$ cat src/rtl/router_pkg.sv
// Shared constants and helpers for the mesh router switch.
package router_pkg;

  localparam int LOCAL = 0;
  localparam int EAST  = 1;
  localparam int WEST  = 2;
  localparam int NORTH = 3;
  localparam int SOUTH = 4;

  // Ceiling log2, never below 1 so a field always has at least one bit.
  function automatic int clog2(input int v);
    int r;
    r = 0;
    for (int i = 0; i < 31; i++) begin
      if ((1 << i) < v) r = i + 1;
    end
    return (r < 1) ? 1 : r;
  endfunction

endpackage

$ cat src/rtl/router_switch_if.sv
// Flit-level handshake bundle between the router switch and its neighbours.
interface router_switch_if #(
  parameter int NPORTS = 5,
  parameter int DW     = 8
);
  logic [NPORTS*DW-1:0] in_data;
  logic [NPORTS-1:0]    in_valid;
  logic [NPORTS-1:0]    in_ready;
  logic [NPORTS*DW-1:0] out_data;
  logic [NPORTS-1:0]    out_valid;
  logic [NPORTS-1:0]    out_ready;
  logic [15:0]          drop_cnt;

  modport master (
    output in_data, in_valid, out_ready,
    input  in_ready, out_data, out_valid, drop_cnt
  );

  modport slave (
    input  in_data, in_valid, out_ready,
    output in_ready, out_data, out_valid, drop_cnt
  );
endinterface

$ cat src/rtl/router_switch_arb.sv
// Round-robin arbiter: one-hot grant, pointer holds the last granted requester.
module rr_arbiter
  import router_pkg::*;
#(
  parameter int N = 5
) (
  input  logic         clk,
  input  logic         rst,
  input  logic [N-1:0] req,
  input  logic         en,
  output logic [N-1:0] gnt
);
  localparam int PTRW = clog2(N);

  logic [PTRW-1:0] ptr_q, ptr_d;

  // Search starts one past the last winner and wraps modulo N.
  always_comb begin
    int              cand;
    logic [PTRW-1:0] ci;
    logic            found;
    cand  = 0;
    ci    = '0;
    found = 1'b0;
    gnt   = '0;
    ptr_d = ptr_q;
    for (int i = 1; i <= N; i++) begin
      cand = int'(ptr_q) + i;
      if (cand >= N) cand = cand - N;
      ci = PTRW'(cand);
      if (en && !found && req[ci]) begin
        found   = 1'b1;
        gnt[ci] = 1'b1;
        ptr_d   = ci;
      end
    end
  end

  always_ff @(posedge clk) begin
    if (rst) ptr_q <= PTRW'(N - 1);
    else     ptr_q <= ptr_d;
  end

endmodule

$ cat src/rtl/router_switch.sv
// NPORTS x NPORTS flit switch: per-input FIFO, per-output round-robin arbiter
// and registered output stage; flits with an out-of-range destination are dropped.
module router_switch
  import router_pkg::*;
#(
  parameter int NPORTS = 5,
  parameter int DW     = 8,
  parameter int DEPTH  = 4
) (
  input logic            clk,
  input logic            rst,
  router_switch_if.slave bus
);
  localparam int PW = clog2(NPORTS);
  localparam int AW = clog2(DEPTH);

  logic [DW-1:0]                 mem_q [NPORTS][DEPTH];
  logic [DW-1:0]                 mem_d [NPORTS][DEPTH];
  logic [NPORTS-1:0][AW:0]       wr_ptr_q, wr_ptr_d, rd_ptr_q, rd_ptr_d;
  logic [NPORTS-1:0][DW-1:0]     head, out_data_q, out_data_d;
  logic [NPORTS-1:0][PW-1:0]     dest;
  logic [NPORTS-1:0]             empty, full, push, pop, bad, drop, loadable;
  logic [NPORTS-1:0]             out_valid_q, out_valid_d;
  logic [NPORTS-1:0][NPORTS-1:0] req, gnt;   // [output][input]
  logic [15:0]                   drop_cnt_q, drop_cnt_d;
  logic [16:0]                   drop_sum;

  // Pointers carry one extra wrap bit so full and empty are distinguishable.
  for (genvar p = 0; p < NPORTS; p++) begin : g_in
    assign empty[p] = (wr_ptr_q[p] == rd_ptr_q[p]);
    assign full[p]  = (wr_ptr_q[p][AW] != rd_ptr_q[p][AW]) &&
                      (wr_ptr_q[p][AW-1:0] == rd_ptr_q[p][AW-1:0]);
    assign push[p]  = bus.in_valid[p] && !full[p];
    assign head[p]  = mem_q[p][rd_ptr_q[p][AW-1:0]];
    assign dest[p]  = head[p][DW-1 -: PW];
    assign bad[p]   = (32'(dest[p]) >= 32'(NPORTS));
    assign drop[p]  = !empty[p] && bad[p];
  end

  for (genvar o = 0; o < NPORTS; o++) begin : g_out
    for (genvar p = 0; p < NPORTS; p++) begin : g_req
      assign req[o][p] = !empty[p] && !bad[p] && (dest[p] == PW'(o));
    end
    assign loadable[o] = !out_valid_q[o] || bus.out_ready[o];

    rr_arbiter #(.N(NPORTS)) u_arb (
      .clk (clk),
      .rst (rst),
      .req (req[o]),
      .en  (loadable[o]),
      .gnt (gnt[o])
    );
  end

  always_comb begin
    mem_d       = mem_q;
    wr_ptr_d    = wr_ptr_q;
    rd_ptr_d    = rd_ptr_q;
    out_data_d  = out_data_q;
    out_valid_d = out_valid_q;
    pop         = '0;
    drop_sum    = {1'b0, drop_cnt_q};

    for (int p = 0; p < NPORTS; p++) begin
      if (push[p]) begin
        mem_d[p][wr_ptr_q[p][AW-1:0]] = bus.in_data[p*DW +: DW];
        wr_ptr_d[p] = wr_ptr_q[p] + (AW+1)'(1);
      end
    end

    // A loadable output with no winner empties; a stalled one holds.
    for (int o = 0; o < NPORTS; o++) begin
      if (|gnt[o])          out_valid_d[o] = 1'b1;
      else if (loadable[o]) out_valid_d[o] = 1'b0;
      for (int p = 0; p < NPORTS; p++) begin
        if (gnt[o][p]) begin
          out_data_d[o] = head[p];
          pop[p]        = 1'b1;
        end
      end
    end

    for (int p = 0; p < NPORTS; p++) begin
      if (drop[p]) pop[p] = 1'b1;
      if (pop[p])  rd_ptr_d[p] = rd_ptr_q[p] + (AW+1)'(1);
      drop_sum = drop_sum + 17'(drop[p]);
    end
    drop_cnt_d = drop_sum[16] ? 16'hFFFF : drop_sum[15:0];
  end

  always_ff @(posedge clk) begin
    if (rst) begin
      wr_ptr_q    <= '0;
      rd_ptr_q    <= '0;
      out_data_q  <= '0;
      out_valid_q <= '0;
      drop_cnt_q  <= '0;
    end else begin
      wr_ptr_q    <= wr_ptr_d;
      rd_ptr_q    <= rd_ptr_d;
      out_data_q  <= out_data_d;
      out_valid_q <= out_valid_d;
      drop_cnt_q  <= drop_cnt_d;
    end
  end

  // Storage needs no reset: pointers alone define what is buffered.
  always_ff @(posedge clk) begin
    mem_q <= mem_d;
  end

  assign bus.in_ready  = ~full;
  assign bus.out_data  = out_data_q;
  assign bus.out_valid = out_valid_q;
  assign bus.drop_cnt  = drop_cnt_q;

endmodule

$ cat src/flat_wrapper.sv
// flat-port wrapper written by rule: the top's interface ports become plain ports
module router_switch_flat import router_pkg::*;
#(
  parameter int NPORTS = 5,
  parameter int DW     = 8,
  parameter int DEPTH  = 4
)
  (clk, rst, bus_in_data, bus_in_valid, bus_out_ready, bus_in_ready, bus_out_data, bus_out_valid, bus_drop_cnt);
  router_switch_if #(.NPORTS(NPORTS), .DW(DW)) bus_i ();
  input logic clk;
  input logic rst;
  input wire logic [$bits(bus_i.in_data)-1:0] bus_in_data;
  input wire logic [$bits(bus_i.in_valid)-1:0] bus_in_valid;
  input wire logic [$bits(bus_i.out_ready)-1:0] bus_out_ready;
  output wire logic [$bits(bus_i.in_ready)-1:0] bus_in_ready;
  output wire logic [$bits(bus_i.out_data)-1:0] bus_out_data;
  output wire logic [$bits(bus_i.out_valid)-1:0] bus_out_valid;
  output wire logic [$bits(bus_i.drop_cnt)-1:0] bus_drop_cnt;
  assign bus_i.in_data = bus_in_data;
  assign bus_i.in_valid = bus_in_valid;
  assign bus_i.out_ready = bus_out_ready;
  assign bus_in_ready = bus_i.in_ready;
  assign bus_out_data = bus_i.out_data;
  assign bus_out_valid = bus_i.out_valid;
  assign bus_drop_cnt = bus_i.drop_cnt;
  router_switch #(.NPORTS(NPORTS), .DW(DW), .DEPTH(DEPTH)) u_core (.clk(clk), .rst(rst), .bus(bus_i));
endmodule
$ cat config.mk
export PLATFORM = sky130hd
export DESIGN_NAME = router_switch_flat
export DESIGN_NICKNAME = d
export VERILOG_FILES = /design/src/rtl/router_pkg.sv /design/src/rtl/router_switch_if.sv /design/src/rtl/router_switch_arb.sv /design/src/rtl/router_switch.sv /design/src/flat_wrapper.sv
export SDC_FILE = /design/constraint.sdc
export NUM_CORES = 1
export LEC_CHECK = 0
export ABC_AREA = 1
export CORE_UTILIZATION = 45
export DETAILED_ROUTE_END_ITERATION = 16
export GPL_TIMING_DRIVEN = 0
export SYNTH_ARGS = -nofsm -noshare
export SYNTH_HDL_FRONTEND = slang
export SYNTH_SLANG_ARGS = --single-unit
$ cat constraint.sdc
create_clock -name clk -period 7.3 [get_ports clk]
set_input_delay 1.095 -clock clk [delete_from_list [all_inputs] [get_ports clk]]
set_output_delay 1.095 -clock clk [all_outputs]
set_load 0.03 [all_outputs]
==> summary.txt <==
Outcome
  • Run status: finished, final reports clean

Timing
  • Post-route minimum period: 5.432 ns
  • Final setup skew: 0.02600 ns
  • Worst Max-Slew Pin Slew: 1.028 ns
  • Max-slew violation count: 0
  • Crit share post-route: 0.7441
  • Highest clock frequency the design can meet: 184.1 MHz
  • Setup repair after global routing missed its margin: false
  • Final hold violations: 0
  • Worst hold slack across all endpoints: 0.4370 ns
  • Number of endpoints failing setup at the final stage: 0
  • Slew headroom: 0.3146
  • Post-route setup TNS: 0 ns

Yosys
  • Synthesized net count: 2727
  • Flops & latches, synth: 266
  • Avg Cell Area, Syn: 7.118 um2
  • Gate Count Post-Synth: 2586
  • Yosys synthesis warning count: 0
  • Post-synthesis instance area: 18410 um2
  • Largest cells by area after synthesis: edfxtp_1, nand2_1, dfxtp_1, ha_1, inv_1
  • Sequential element share of the synthesized area: 0.3763
  • Share of Yosys cell area claimed by the top area cell type: 0.2610
  • Number of distinct standard cells referenced by the synthesized netlist: 51
  • Post-synth top area cell: edfxtp_1

Layout
  • Most common cell after layout, fill and taps aside: nand2_1
  • Diode count: 0
  • Share of post-route cells with drive strength above 1: 0.08152
  • Post-layout nets: 2876
  • Fin area: 21280 um2
  • Commonest cells after routing, fill and taps aside: nand2_1, inv_1, nor2_1
  • Area grow syn2layout: 15.60%

Critical path
  • Type of destination of the critical path: flop
  • Startpoint of the worst setup timing path: u_core.rd_ptr_q[3]
  • Worst path arrival time: 5.95 ns
  • Critical path cell sequence: buf_4 > inv_4 > nand2_1 > nand3_1 > nand2_1 > nand2_1 > inv_1 > nor2_1 > inv_1 > fa_1 > fa_1 > inv_1 > ha_1 > inv_1 > fa_1 > or2_2 > a21oi_1 > nand3_1 > nor3b_1 > inv_1 > nor3_1 > inv_1 > a21oi_1
  • Launch point of the worst reg-to-reg path: u_core.rd_ptr_q[3]
  • Classification of the worst setup path: reg -> reg
  • Buffers and inverters on the worst path: 8
  • Element type at the critical path start: flop
  • Cell with the largest stage delay on the worst path: fa_1
  • Maximum fanout along the worst path: 9
  • Required time at the endpoint of the critical path: 7.82 ns
  • Max stage delay on crit path: 0.58 ns
  • CP most frequent cell: inv_1
  • Dominant delay contributor by cell family on the critical path: simple AND/OR/NAND/NOR gates

Routing
  • Highest routed layer: met4
  • Pre-Repair DR Iteration Count: 6
  • Total length of routed met2 wires: 26.36 mm
  • Final routed wirelength across all metal layers: 59.06 mm
  • Met3 wirelength from detailed routing: 4.939 mm
  • Via total after detailed routing: 17768
  • WL per Instance: 17.98 um
  • Wire length the detailed router placed on met1: 25.82 mm
  • DR vias/cell: 5.409
  • Number of nets with antenna violations after routing: 0
  • DRC violations left: 0
  • Starting DRC count in detailed routing: 1538

Clock network
  • Resize count post-CTS: 0
  • Skew-Pair Late Insertion Delay: 0.59 ns
  • H-tree level count: 1
  • Clock slew at the register clock pins of the worst setup and hold paths: 0.06 ns
  • Hold-fix buffer count after cts: 0
  • Count of clock tree sinks: 266
  • Clock tree root driver cell: clkbuf_16
  • CTS tree: done
  • Number of post-CTS setup repair buffers: 0
  • Maximum clock insertion buffer count: 3
  • TritonCTS Buffers: 31

Floorplanning
  • Die area: 41720 um2
  • I/O Pins: 118
  • Area of the placeable core: 40010 um2
  • Rows: 73
  • Initial cell density of the core: 0.4601
  • Width of the die: 204.2 um
  • Height of the die: 204.2 um

Place
  • DP Area: 20220 um2
  • Number of buffer cells added on primary ports: 116
  • Placer Congestion: 0.9654
  • HPWL after DPL: 45.89 mm

Global routing
  • Vias in the first global route: 16288
  • Global-route congestion overflow total: 0
  • Global-route wire length before repair: 90.26 mm
  • Maximum number of pins on one net before global-route repair: 16
  • Total GRT Usage: 0.2808
  • Initial antenna violation count: 0

Run
  • Max-capacitance violation count: 0

Min path
  • Startpoint of the worst hold path: u_core.bus.out_data[31]
  • Worst min-delay path category: reg -> reg
==> worst min-delay path, delay by kind of cell (launching register included) <==
family           cells  cell delay [ns]
DFF                  1             0.31
and+or+nand+nor      2             0.09
==> layer usage <==
| metal | vias up | track usage |
|---|---|---|
| met4 | 0 | 0.09622 |
| met3 | 124 | 0.04145 |
| li1 | 8796 | - |
| met2 | 663 | 0.4504 |
| met5 | - | 0 |
| met1 | 8185 | 0.3849 |
==> area by class of cell <==
| class | count | area [um2] |
|---|---|---|
| well taps | 525 | 656.9 |
| clock buffers | 35 | 800.8 |
| repair buffers | 116 | 1161 |
| plain buffers | 58 | 327.8 |
| fillers | 3937 | 18730 |
| multi-input cells | 1955 | 9992 |
| clock inverters | 23 | 252.7 |
| flip-flops and latches | 266 | 6927 |
| inverters | 307 | 1160 |
==> synth_stat cells (all sizes together) <==
cell type    n
a2111oi      1
a21boi       1
a21oi      194
a22oi        1
a31oi        8
a32o        18
a32oi        2
and3         1
buf         33
clkbuf      25
clkinv       3
dfxtp      106
edfxtp     160
fa           8
ha          81
inv        304
nand2      881
nand3      214
nand3b       8
nand4       62
nor2       267
nor3        27
nor3b        2
o2111ai      1
o211ai      12
o21ai      116
o21bai       5
o22ai        7
o31ai        2
or2          1
xnor2       11
xor2        24
==> metrics by stage <==
stage | instances | worst slack, ns | utilization
after floorplan | 2586 | 3.086 | -
after global placement | 3227 | 2.113 | 0.5055
after detailed placement | 3227 | 2.025 | 0.5055
after CTS | 3285 | 1.959 | 0.5319
after global routing | 3285 | 1.537 | 0.5319
final | 3285 | 1.868 | 0.5319
==> worst paths after layout <==
check / slack [ns] / to / cells past startpoint
max: 1.87 / u_core.bus.drop_cnt[2] / 23
min reg2reg: 0.44 / u_core.bus.out_data[31] / 2
max reg2reg: 1.87 / u_core.bus.drop_cnt[2] / 23
min: 0.44 / u_core.bus.out_data[31] / 2
==> registers in the layout, indices dropped and copies added, names as in the netlist <==
name                      cells
u_core.wr_ptr_q              15
u_core.mem_q                160
u_core.bus.drop_cnt          16
u_core.bus.out_data          40
u_core.rd_ptr_q              15
u_core.g_out.u_arb.ptr_q     15
u_core.bus.out_valid          5
==> cells by family after synthesis <==
logic type / after synthesis / share of synthesized area
and+or+nand+nor: 1463 / 0.3469
AOI/OAI and AO/OA: 368 / 0.1147
buffers and inverters: 365 / 0.08082
DFF: 266 / 0.3763
adders and majority gates: 89 / 0.06376
xor gates and xnor gates: 35 / 0.01747
Power is not shown: default switching activity piles up to over one toggle a cycle in this logic, so the estimate is an artifact.
